**src/rtl/fetch_unit_pkg.sv**
```systemverilog
// Shared definitions for the instruction-fetch stage: FSM encoding,
// NOP word, word size and a word-alignment helper.
package fetch_unit_pkg;

    typedef enum logic [1:0] {
        IDLE  = 2'd0,
        FETCH = 2'd1,
        HOLD  = 2'd2
    } fetch_state_t;

    localparam logic [31:0] NOP_WORD   = 32'h0000_0000;
    localparam logic [31:0] WORD_BYTES = 32'd4;

    function automatic logic [31:0] word_align(input logic [31:0] addr);
        return {addr[31:2], 2'b00};
    endfunction

endpackage

```
**src/rtl/fetch_unit_if.sv**
```systemverilog
// Instruction-memory read handshake: request/address out, ready strobe
// and read data back.
interface fetch_unit_if;
    logic        req;
    logic [31:0] addr;
    logic        ready;
    logic [31:0] rdata;

    modport master (output req, output addr, input ready, input rdata);
    modport slave  (input req, input addr, output ready, output rdata);
endinterface

```
**src/rtl/fetch_pc_reg.sv**
```systemverilog
// Program counter with reset value, sequential increment and a
// branch-over-jump redirect mux.
module fetch_pc_reg
    import fetch_unit_pkg::*;
#(
    parameter logic [31:0] RESET_PC = 32'h0000_0000
) (
    input  logic        clk,
    input  logic        rst_n,
    input  logic        i_inc,
    input  logic        i_branch_taken,
    input  logic [31:0] i_branch_target,
    input  logic        i_jump,
    input  logic [31:0] i_jump_target,
    output logic        o_redirect,
    output logic [31:0] o_pc,
    output logic [31:0] o_pc_plus4
);

    logic [31:0] r_pc;
    logic [31:0] w_target;

    assign o_redirect = i_branch_taken | i_jump;
    assign w_target   = i_branch_taken ? word_align(i_branch_target)
                                       : word_align(i_jump_target);

    // 32-bit modulo add: the top word wraps to address zero
    assign o_pc_plus4 = r_pc + WORD_BYTES;
    assign o_pc       = r_pc;

    always_ff @(posedge clk) begin
        if (!rst_n) begin
            r_pc <= word_align(RESET_PC);
        end else if (o_redirect) begin
            r_pc <= w_target;
        end else if (i_inc) begin
            r_pc <= o_pc_plus4;
        end
    end

endmodule

```
**src/rtl/fetch_unit.sv**
```systemverilog
// Instruction-fetch stage: PC sequencing, imem handshake, one-entry
// pending buffer for stalled returns, and registered IF/ID outputs.
module fetch_unit
    import fetch_unit_pkg::*;
#(
    parameter logic [31:0] RESET_PC = 32'h0000_0000
) (
    input  logic              clk,
    input  logic              rst_n,
    input  logic              stall,
    input  logic              branch_taken,
    input  logic [31:0]       branch_target,
    input  logic              jump,
    input  logic [31:0]       jump_target,
    fetch_unit_if.master      imem,
    output logic [31:0]       pc_4,
    output logic [31:0]       instruction,
    output logic              if_id_enable
);

    fetch_state_t r_state, w_state_next;

    logic        r_squash,    w_squash_next;
    logic [31:0] r_old_addr,  w_old_addr_next;
    logic        r_buf_valid, w_buf_valid_next;
    logic [31:0] r_buf_pc4,   w_buf_pc4_next;
    logic [31:0] r_buf_instr, w_buf_instr_next;
    logic [31:0] r_pc4,       w_pc4_next;
    logic [31:0] r_instr,     w_instr_next;
    logic        r_bubble,    w_bubble_next;

    logic        w_inc;
    logic        w_redirect;
    logic [31:0] w_pc;
    logic [31:0] w_pc_plus4;

    fetch_pc_reg #(
        .RESET_PC (RESET_PC)
    ) u_pc_reg (
        .clk             (clk),
        .rst_n           (rst_n),
        .i_inc           (w_inc),
        .i_branch_taken  (branch_taken),
        .i_branch_target (branch_target),
        .i_jump          (jump),
        .i_jump_target   (jump_target),
        .o_redirect      (w_redirect),
        .o_pc            (w_pc),
        .o_pc_plus4      (w_pc_plus4)
    );

    // A squashed request keeps its original address on the bus until
    // memory answers it; the new PC is issued the cycle after.
    assign imem.req     = (r_state == FETCH);
    assign imem.addr    = r_squash ? r_old_addr : w_pc;
    assign pc_4         = r_pc4;
    assign instruction  = r_instr;
    assign if_id_enable = r_bubble;

    always_ff @(posedge clk) begin
        if (!rst_n) begin
            r_state <= IDLE;
        end else begin
            r_state <= w_state_next;
        end
    end

    always_comb begin
        w_state_next     = r_state;
        w_squash_next    = r_squash;
        w_old_addr_next  = r_old_addr;
        w_buf_valid_next = r_buf_valid;
        w_buf_pc4_next   = r_buf_pc4;
        w_buf_instr_next = r_buf_instr;
        w_pc4_next       = r_pc4;
        w_instr_next     = r_instr;
        w_bubble_next    = r_bubble;
        w_inc            = 1'b0;

        case (r_state)
            IDLE: begin
                w_state_next = FETCH;
            end
            FETCH: begin
                if (imem.ready) begin
                    if (r_squash) begin
                        w_squash_next = 1'b0;
                        if (!stall) begin
                            w_bubble_next = 1'b1;
                        end
                    end else if (!stall) begin
                        w_pc4_next    = w_pc_plus4;
                        w_instr_next  = imem.rdata;
                        w_bubble_next = 1'b0;
                        w_inc         = 1'b1;
                    end else begin
                        w_buf_valid_next = 1'b1;
                        w_buf_pc4_next   = w_pc_plus4;
                        w_buf_instr_next = imem.rdata;
                        w_inc            = 1'b1;
                        w_state_next     = HOLD;
                    end
                end else if (!stall) begin
                    w_bubble_next = 1'b1;
                end
            end
            HOLD: begin
                if (!stall) begin
                    if (r_buf_valid) begin
                        w_pc4_next    = r_buf_pc4;
                        w_instr_next  = r_buf_instr;
                        w_bubble_next = 1'b0;
                    end
                    w_buf_valid_next = 1'b0;
                    w_state_next     = FETCH;
                end
            end
            default: begin
                w_state_next = IDLE;
            end
        endcase

        // Redirect overrides stall and any return arriving this cycle
        if (w_redirect) begin
            w_state_next     = FETCH;
            w_buf_valid_next = 1'b0;
            w_bubble_next    = 1'b1;
            w_inc            = 1'b0;
            w_squash_next    = (r_state == FETCH) && !imem.ready;
            w_old_addr_next  = r_squash ? r_old_addr : w_pc;
        end
    end

    always_ff @(posedge clk) begin
        if (!rst_n) begin
            r_squash    <= 1'b0;
            r_old_addr  <= 32'h0000_0000;
            r_buf_valid <= 1'b0;
            r_buf_pc4   <= 32'h0000_0000;
            r_buf_instr <= NOP_WORD;
            r_pc4       <= 32'h0000_0000;
            r_instr     <= NOP_WORD;
            r_bubble    <= 1'b1;
        end else begin
            r_squash    <= w_squash_next;
            r_old_addr  <= w_old_addr_next;
            r_buf_valid <= w_buf_valid_next;
            r_buf_pc4   <= w_buf_pc4_next;
            r_buf_instr <= w_buf_instr_next;
            r_pc4       <= w_pc4_next;
            r_instr     <= w_instr_next;
            r_bubble    <= w_bubble_next;
        end
    end

endmodule

```
**src/flat_wrapper.sv**
```systemverilog
// flat-port wrapper written by rule: the top's interface ports become plain ports
module fetch_unit_flat import fetch_unit_pkg::*;
#(
    parameter logic [31:0] RESET_PC = 32'h0000_0000
)
  (clk, rst_n, stall, branch_taken, branch_target, jump, jump_target, pc_4, instruction, if_id_enable, imem_req, imem_addr, imem_ready, imem_rdata);
  fetch_unit_if imem_i ();
  input  logic clk;
  input  logic rst_n;
  input  logic stall;
  input  logic branch_taken;
  input  logic [31:0] branch_target;
  input  logic jump;
  input  logic [31:0] jump_target;
  output logic [31:0] pc_4;
  output logic [31:0] instruction;
  output logic if_id_enable;
  output wire logic [$bits(imem_i.req)-1:0] imem_req;
  output wire logic [$bits(imem_i.addr)-1:0] imem_addr;
  input wire logic [$bits(imem_i.ready)-1:0] imem_ready;
  input wire logic [$bits(imem_i.rdata)-1:0] imem_rdata;
  assign imem_req = imem_i.req;
  assign imem_addr = imem_i.addr;
  assign imem_i.ready = imem_ready;
  assign imem_i.rdata = imem_rdata;
  fetch_unit #(.RESET_PC(RESET_PC)) u_core (.clk(clk), .rst_n(rst_n), .stall(stall), .branch_taken(branch_taken), .branch_target(branch_target), .jump(jump), .jump_target(jump_target), .imem(imem_i), .pc_4(pc_4), .instruction(instruction), .if_id_enable(if_id_enable));
endmodule
```
**config.mk**
```make
export PLATFORM = sky130hd
export DESIGN_NAME = fetch_unit_flat
export DESIGN_NICKNAME = d
export VERILOG_FILES = /design/src/rtl/fetch_unit_pkg.sv /design/src/rtl/fetch_unit_if.sv /design/src/rtl/fetch_pc_reg.sv /design/src/rtl/fetch_unit.sv /design/src/flat_wrapper.sv
export SDC_FILE = /design/constraint.sdc
export NUM_CORES = 1
export LEC_CHECK = 0
export ABC_AREA = 1
export CAP_MARGIN = 20
export CORE_MARGIN = 2
export CORE_UTILIZATION = 30
export DETAILED_ROUTE_END_ITERATION = 8
export GPL_TIMING_DRIVEN = 0
export SKIP_CTS_REPAIR_TIMING = 1
export SLEW_MARGIN = 10
export SYNTH_ARGS = -nofsm -noshare
export SYNTH_HDL_FRONTEND = slang
export SYNTH_SLANG_ARGS = --single-unit
export TNS_END_PERCENT = 100
```
**constraint.sdc**
```tcl
create_clock -name clk -period 1.75 [get_ports clk]
set_input_delay 0.2625 -clock clk [delete_from_list [all_inputs] [get_ports clk]]
set_output_delay 0.2625 -clock clk [all_outputs]
set_load 0.05 [all_outputs]
```
==> results of run 1 <==
[cell families (layout without fill, tap and decap cells)]
group / Yosys count / count (layout) / share of synthesized area, %
buffers and inverters: 246 / 488 / 10.9
and+or+nand+nor: 526 / 526 / 23.2
DFF: 191 / 191 / 42.3
xor gates and xnor gates: 11 / 11 / 1.07
other: 1 / 2 / 0.0415
AOI/OAI and AO/OA: 370 / 370 / 22.4
adders and majority gates: 1 / 1 / 0.138
[power by group through the flow]
| stage | clock [uW] | sequential (uW) | combinational [uW] |
|---|---|---|---|
| 2_1_floorplan | 0 | 5390 | 1210 |
| 3_3_place_gp | 0 | 4950 | 2670 |
| 3_5_place_dp | 0 | 4960 | 2680 |
| 4_1_cts | 4200 | 4860 | 2690 |
| 5_1_grt | 4380 | 4910 | 3160 |
| 6_report | 4120 | 4870 | 2930 |
[layout by cell type, fill, tap and decap left out, types with 6 or more instances in the layout]
| cell type | n |
|---|---|
| dfxtp_1 | 176 |
| nor2_1 | 172 |
| nand2_2 | 22 |
| o21ai_2 | 22 |
| a31oi_1 | 9 |
| a22oi_1 | 28 |
| clkdlybuf4s50_1 | 97 |
| nand3_1 | 43 |
| a211oi_1 | 20 |
| o21ai_0 | 124 |
| a221oi_1 | 6 |
| inv_1 | 157 |
| buf_6 | 34 |
| dfxtp_2 | 10 |
| a21oi_2 | 7 |
| nor2_4 | 12 |
| nand2_1 | 250 |
| nor2_2 | 11 |
| clkbuf_2 | 14 |
| clkbuf_1 | 28 |
| dlymetal6s2s_1 | 63 |
| o21ai_1 | 39 |
| buf_4 | 25 |
| a21oi_1 | 103 |
| buf_2 | 11 |
| clkbuf_16 | 19 |
| xor2_2 | 7 |
[synthesized netlist by cell type]
cell      instances
ha_1              1
and2_1            4
o221ai_1          3
a221oi_1          6
clkinv_2          1
nand4_1           2
o211ai_1          1
a22oi_1          28
buf_4             6
clkbuf_1         51
o21ai_0         180
nor2_4            3
inv_1           158
o21ai_1           6
nor2_1          190
xnor2_1           2
a21o_1            2
nand2_1         273
a21oi_1         115
buf_1             3
dfxtp_1         191
nand2_2           3
and2_0            1
buf_2            19
inv_2             5
clkinv_1          1
nand2_4           1
xor2_1            9
nor3_1            3
nor2_2            2
nand3_1          44
a211oi_1         20
conb_1            1
a31oi_1           9
buf_6             2
[sequential cells by signal, summed over array words and instances (netlist names)]
name                  count
u_core.pc_4              30
u_core.u_pc_reg.o_pc     30
u_core.r_state            2
u_core.r_buf_valid        1
u_core.r_old_addr        32
u_core.r_buf_pc4         30
u_core.r_squash           1
u_core.r_buf_instr       32
u_core.if_id_enable       1
u_core.instruction       32
[through the flow]
| stage | setup TNS (ns) | util, % | total power [uW] |
|---|---|---|---|
| detailed placement | -89.91 | 38.7 | 7650 |
| global placement | -85.54 | 38.7 | 7620 |
| CTS | -70.75 | 40.8 | 11800 |
| global route | -4.16 | 44.1 | 12400 |
| finish | -1.57 | 44.1 | 11900 |
| floorplan | -4.91 | - | 6600 |
[layout make-up]
type	instances	share of cell area (%)
Timing Repair Buffer	212	17.7
Clock inverter	15	1.49
Multi-Input combinational cell	910	35.6
Clock buffer	17	3.25
Tap cell	390	3.73
Buffer	79	3.88
Sequential cell	191	29.5
Inverter	165	4.87
[critical path: cells and delay by family, from the launching register on]
kind                   cells  cell delay [ns]
AOI/OAI and AO/OA          1             0.07
buffers and inverters      4             0.58
DFF                        1             0.40
and+or+nand+nor            1             0.09
[per-layer routing]
| metal | track usage [%] | up-vias |
|---|---|---|
| met2 | 31.1 | 311 |
| met3 | 3.02 | 28 |
| met5 | 0 | - |
| met1 | 27.4 | 4277 |
| li1 | - | 4814 |
| met4 | 4.95 | 0 |
[path summary, 6_finish.rpt]
path | startpoint | endpoint | slack, ns | depth (start not counted)
worst max-delay path | u_core.r_squash | imem_addr[13] | -0.09 | 6
worst min-delay path | u_core.r_buf_instr[21] | u_core.r_buf_instr[21] | 0.45 | 2
worst max register to register | u_core.u_pc_reg.o_pc[2] | u_core.pc_4[16] | 0.04 | 9
worst min register to register | u_core.r_buf_instr[21] | u_core.r_buf_instr[21] | 0.45 | 2
==> impl_metrics.toml, run 1 <==
[cts]
clock_sinks = 191
clkTransAtPathRegs_ns = 0.08
h-tree-depth = 4
cts_root_buf = "clkbuf_16"
cts_tree = "done"
cts_buffer_depth = 2
clk_latency_ns = 0.44
numCtsBuffers = 17

[synth]
synthDistinctLibCells = 35
synth_cells = 1346
yosysWarnings = 0
syn-cell-area_um2 = 9040
ys_seq_area_share_pct = 42.3
yosys-top-cells-area = "dfxtp_1, nand2_1, o21ai_0"
yosysTopAreaCellShare_pct = 42.3
yosys.area.top_type = "dfxtp_1"
syn_avg_cell_area_um2 = 6.72
ys_seq_elements = 191

[drt]
wl_per_cell_um = 15.9
dr.max_layer_used = "met4"
route.met3.wl_um = 2000
wl_met1_um = 14900
antenna_left = 0
viasPerCell = 4.77
drtIter0Drc = 671
met2WireLength_um = 14100
totalWireLength_um = 31500
first_pass_iters = 5
drc = 0
num_vias = 9430

[setup_path]
cp_max_fo = 10
critical_path_arrival_ns = 1.58
crit_chain = "buf_8 -> buf_12 -> buf_8 -> nand2_1 -> o21ai_4 -> buf_6"
crit_top_cell = "buf_8"
cp.required_ns = 1.49
critPathLaunchType = "flop"
endpoint_kind = "output pin"
crit_path_max_incr_delay_ns = 0.40
cp_slowest_cell = "dfxtp_4"
crit_type = "reg -> out"

[final_layout]
synthToLayoutAreaGrowth_pct = 44.7
fillers = 3091
seqCellArea_um2 = 3850
finish.net_count = 1679
fin_cells = 1979
postLayoutCellArea_um2 = 13100
antenna_cells = 0
multi_input_area_um2 = 4660
drive_gt1_share_pct = 15.6

[place]
placed_cells = 1930
dpl_worst_slack_ns = -1.05
portBuffers = 193
place_congestion = 0.893
place_area_um2 = 11500
hpwlAfterDp_um = 24100

[power]
p_seq_share_pct = 40.9
switching_power_uw = 3990
combPwrFrac_pct = 24.6
total_leakage_power_uw = 0.00627
ir_worst_vdd_mv = 0.668
p_int_uw = 7930
power_density_nw_per_um2 = 911
switching_share_pct = 33.4
power_frac_clock_pct = 34.5

[global_route]
track_usage_pct = 19.5
grt_pass1_vias = 8627
antenna_found_initial = 0
grt_start_max_net_pins = 20
overflow = 0
grt_pass1_wl_um = 47700

[sta]
setup_viol = 27
hold_ws_ns = 0.449
final_max_slew_viol_count = 0
slew_headroom_pct = 56.3
timing.final.crit_period_ns = 1.84
fmax_mhz = 543
tightest_slew_ns = 0.655
postLayoutSetupSlackWorst_ns = -0.0906
rsz0062_at_grt = "true"
skew_ns = 0.0141
min_period_over_period_pct = 105
hold_viol = 0

[floorplanning]
rows = 63
pin_count = 200
start_util_pct = 30.5
dieArea_um2 = 31500
die_h_um = 178
die_x_um = 178
core_area_um2 = 29600

[worst_hold_path]
hp-class = "reg -> reg"

[status]
status = "finished, violations left"
violations = "setup timing"

[job]
maxCapViolCount = 0
No activity file was read; power rests on OpenSTA's default activity.
==> run 2, diff against run 1 <==
CORE_UTILIZATION = 51   (was 30)
HOLD_SLACK_MARGIN = 0.08   (was not set)
MAX_ROUTING_LAYER = met4   (was not set)
PLACE_DENSITY = 0.81   (was not set)
==> impl_metrics.toml, run 2 (synthesis results as in run 1) <==
[place]
placed_cells = 1765
place_area_um2 = 11300
portBuffers = 193
place_congestion = 0.998
hpwlAfterDp_um = 21900
dpl_worst_slack_ns = -1.06

[power]
total_leakage_power_uw = 0.00636
power_frac_clock_pct = 33.0
p_seq_share_pct = 41.6
combPwrFrac_pct = 25.4
switching_share_pct = 33.5
ir_worst_vdd_mv = 0.740
power_density_nw_per_um2 = 904
switching_power_uw = 3930
p_int_uw = 7800

[drt]
first_pass_iters = 6
viasPerCell = 5.52
drtIter0Drc = 934
wl_per_cell_um = 17.2
antenna_left = 0
drc = 0
totalWireLength_um = 31200
num_vias = 10000

[job]
maxCapViolCount = 0

[setup_path]
cp_slowest_cell = "dfxtp_4"
endpoint_kind = "output pin"
crit_path_max_incr_delay_ns = 0.38
cp.required_ns = 1.49
critical_path_arrival_ns = 1.62
crit_chain = "buf_8 -> buf_12 -> clkbuf_16 -> o21ai_4 -> buf_6"
critPathLaunchType = "flop"
cp_max_fo = 7
crit_type = "reg -> out"

[final_layout]
synthToLayoutAreaGrowth_pct = 43.5
fillers = 1348
final_cell_mix = "nand2_1, dfxtp_1, nor2_1, inv_1, o21ai_0"
antenna_cells = 0
finish.net_count = 1682
postLayoutCellArea_um2 = 13000
layout_commonest_cell = "nand2_1"
final_util_pct = 75.0
seqCellArea_um2 = 3850
multi_input_area_um2 = 4730
fin_cells = 1817
drive_gt1_share_pct = 16.2

[floorplanning]
rows = 48
dieArea_um2 = 18800
die_h_um = 137
start_util_pct = 52.3
core_area_um2 = 17300
die_x_um = 137
pin_count = 200

[cts]
clock_sinks = 191
clk_latency_ns = 0.45
cts_tree = "done"
numCtsBuffers = 17
cts_buffer_depth = 2
cts_root_buf = "clkbuf_16"
clkTransAtPathRegs_ns = 0.07
h-tree-depth = 4

[global_route]
grt_pass1_vias = 8974
grt_pass1_wl_um = 45600
track_usage_pct = 32.2
overflow = 0
grt_start_max_net_pins = 18
antenna_found_initial = 0

[sta]
final_max_slew_viol_count = 0
hold_viol = 0
rsz0062_at_grt = "true"
tightest_slew_ns = 0.660
skew_ns = 0.0158
timing.final.crit_period_ns = 1.88
setup_viol = 28
min_period_over_period_pct = 107
slew_headroom_pct = 56.0
postLayoutSetupSlackWorst_ns = -0.131
fmax_mhz = 532

[worst_hold_path]
hp-class = "reg -> reg"

[status]
status = "finished, violations left"
violations = "setup timing"
==> run 2: metrics by stage <==
stage,hold slack [ns],setup TNS (ns),power [uW]
after floorplan,0.415,-4.91,6600
after global placement,0.423,-75.21,7550
after detailed placement,0.435,-82.86,7600
after CTS,0.445,-62.40,11400
after global routing,0.465,-3.73,12100
final,0.454,-2.35,11700
==> run 2: path summary, 6_finish.rpt <==
| path | from | to | slack (ns) | depth (start not counted) |
|---|---|---|---|---|
| worst min register to register | u_core.r_old_addr[1] | u_core.r_old_addr[1] | 0.45 | 2 |
| worst max-delay path | u_core.r_squash | imem_addr[13] | -0.13 | 5 |
| worst max register to register | u_core.r_squash | u_core.r_old_addr[13] | -0.01 | 6 |
| worst min-delay path | u_core.r_old_addr[1] | u_core.r_old_addr[1] | 0.45 | 2 |
==> run 2: routing by layer <==
metal  GRT usage (%)  wire length (um)
met1            41.0             12800
met2            51.5             15200
met3            4.52              2130
met4            13.1              1080
met5               -                 0
==> run 2: critical path: cells and delay by family, from the launching register on <==
kind            cells  cell delay (ns)
buf+inv             4             0.63
compound gates      1             0.16
flops               1             0.38
==> run 2: power groups by stage <==
stage,registers [uW],clock network (uW),logic [uW]
global route,4910,4030,3190
global placement,4940,0,2610
finish,4880,3880,2980
detailed placement,4950,0,2640
floorplan,5390,0,1210
CTS,4850,3840,2660
==> run 2: layout make-up <==
class	count	share of cell area, %
Inverter	165	4.81
Timing Repair Buffer	214	18.6
Clock inverter	12	0.955
Multi-Input combinational cell	910	36.4
Sequential cell	191	29.7
Clock buffer	20	3.44
Buffer	80	3.99
Tap cell	225	2.17
==> run 3, diff against run 2 <==
CORE_MARGIN = 3   (was 2)
PLACE_DENSITY = 0.87   (was 0.81)
==> impl_metrics.toml, run 3 (synthesis results as in run 1) <==
[final_layout]
finish.net_count = 1685
synthToLayoutAreaGrowth_pct = 45.4
drive_gt1_share_pct = 17.1
antenna_cells = 0
fin_cells = 1820
layout_commonest_cell = "nand2_1"
final_cell_mix = "nand2_1, dfxtp_1, nor2_1, inv_1, o21ai_0"

[sta]
tns_ns = -2.92
final_max_slew_viol_count = 0
tightest_slew_ns = 0.669
setup_viol = 31
hold_viol = 0
rsz0062_at_grt = "true"
skew_ns = 0.0123
slew_headroom_pct = 55.4
min_period_over_period_pct = 108
timing.final.crit_period_ns = 1.89
postLayoutSetupSlackWorst_ns = -0.143
hold_ws_ns = 0.451
fmax_mhz = 528

[setup_path]
path_buf_inv = 4
crit_top_cell = "buf_8"
crit_path_max_incr_delay_ns = 0.41
critical_path_arrival_ns = 1.63
critPathTopFamily = "buffers and inverters"
crit_type = "reg -> out"
cp.required_ns = 1.49
endpoint_kind = "output pin"
crit_chain = "buf_8 -> buf_8 -> clkbuf_16 -> nand2_2 -> o21ai_2 -> buf_6"
cp_slowest_cell = "dfxtp_4"
critPathLaunchType = "flop"
cp_max_fo = 7

[global_route]
grt_pass1_wl_um = 46700
overflow = 0
track_usage_pct = 30.8
grt_pass1_vias = 9038
antenna_found_initial = 0
grt_start_max_net_pins = 20

[floorplanning]
die_x_um = 139
start_util_pct = 52.3
die_h_um = 139
rows = 48
core_area_um2 = 17300
dieArea_um2 = 19400
pin_count = 200

[cts]
clk_latency_ns = 0.45
cts_root_buf = "clkbuf_16"
h-tree-depth = 4
clock_sinks = 191
cts_tree = "done"
clkTransAtPathRegs_ns = 0.08
numCtsBuffers = 17
cts_buffer_depth = 2

[power]
power_density_nw_per_um2 = 930
ir_worst_vdd_mv = 0.755
total_leakage_power_uw = 0.00642

[place]
hpwlAfterDp_um = 22100
place_congestion = 1.00
placed_cells = 1765
portBuffers = 193
dpl_worst_slack_ns = -0.991

[status]
violations = "setup timing"
status = "finished, violations left"

[job]
maxCapViolCount = 0

[drt]
antenna_left = 0
drc = 0
wl_per_cell_um = 18.4
num_vias = 10400
first_pass_iters = 7
viasPerCell = 5.71
drtIter0Drc = 1107
totalWireLength_um = 33500

[worst_hold_path]
hp-class = "reg -> reg"
-- run 3: cell types whose count changed in the layout (fill, tap and decap cells not counted), sizes merged --
cell,change
nand2,+1
clkinvlp,-3
clkinv,+1
clkbuf,-3
buf,+2
bufinv,+2
inv,+3
-- run 3: tightest hold or removal path, cell delays in order (launching register included) --
cell	delay, ns
dfxtp_1	0.30
inv_1	0.05
a21oi_1	0.05
-- run 3: routing by layer --
| metal | GRT usage [%] | wire length [um] | up-vias |
|---|---|---|---|
| li1 | - | - | 4820 |
| met1 | 38.7 | 12900 | 4835 |
| met2 | 49.2 | 16100 | 601 |
| met3 | 4.41 | 2980 | 132 |
| met4 | 14.1 | 1510 | 0 |
| met5 | - | 0 | - |
-- run 3: final timing paths --
path | from | cells past startpoint | endpoint | slack (ns)
max | u_core.r_squash | 6 | imem_addr[18] | -0.14
min | u_core.r_buf_instr[14] | 2 | u_core.r_buf_instr[14] | 0.45
max reg2reg | u_core.r_state[1] | 11 | u_core.pc_4[6] | -0.03
min reg2reg | u_core.r_buf_instr[14] | 2 | u_core.r_buf_instr[14] | 0.45
-- run 3: cell type report --
type	instances	area, um2
multi-input combinational	911	4800
clock buffer	17	425
clock inverter	15	216
timing repair buffer	215	2450
tap	225	282
sequential	191	3850
buffer	81	495
fill	1231	4160
inverter	165	624
-- run 3: metrics by stage --
stage               area, um2  utilization (%)  total power, uW
CTS                     11900             68.9            11800
global placement        11300             65.2             7550
finish                  13100             76.0            12200
detailed placement      11300             65.2             7600
global route            13100             76.0            12600
floorplan                9060                -             6600
-- run 3: report_power, final --
part           total (uW)  leakage, uW  switching [uW]  internal [uW]
clock                4280     0.000316            1950           2330
combinational        3040      0.00452            1930           1110
sequential           4890      0.00158             220           4670
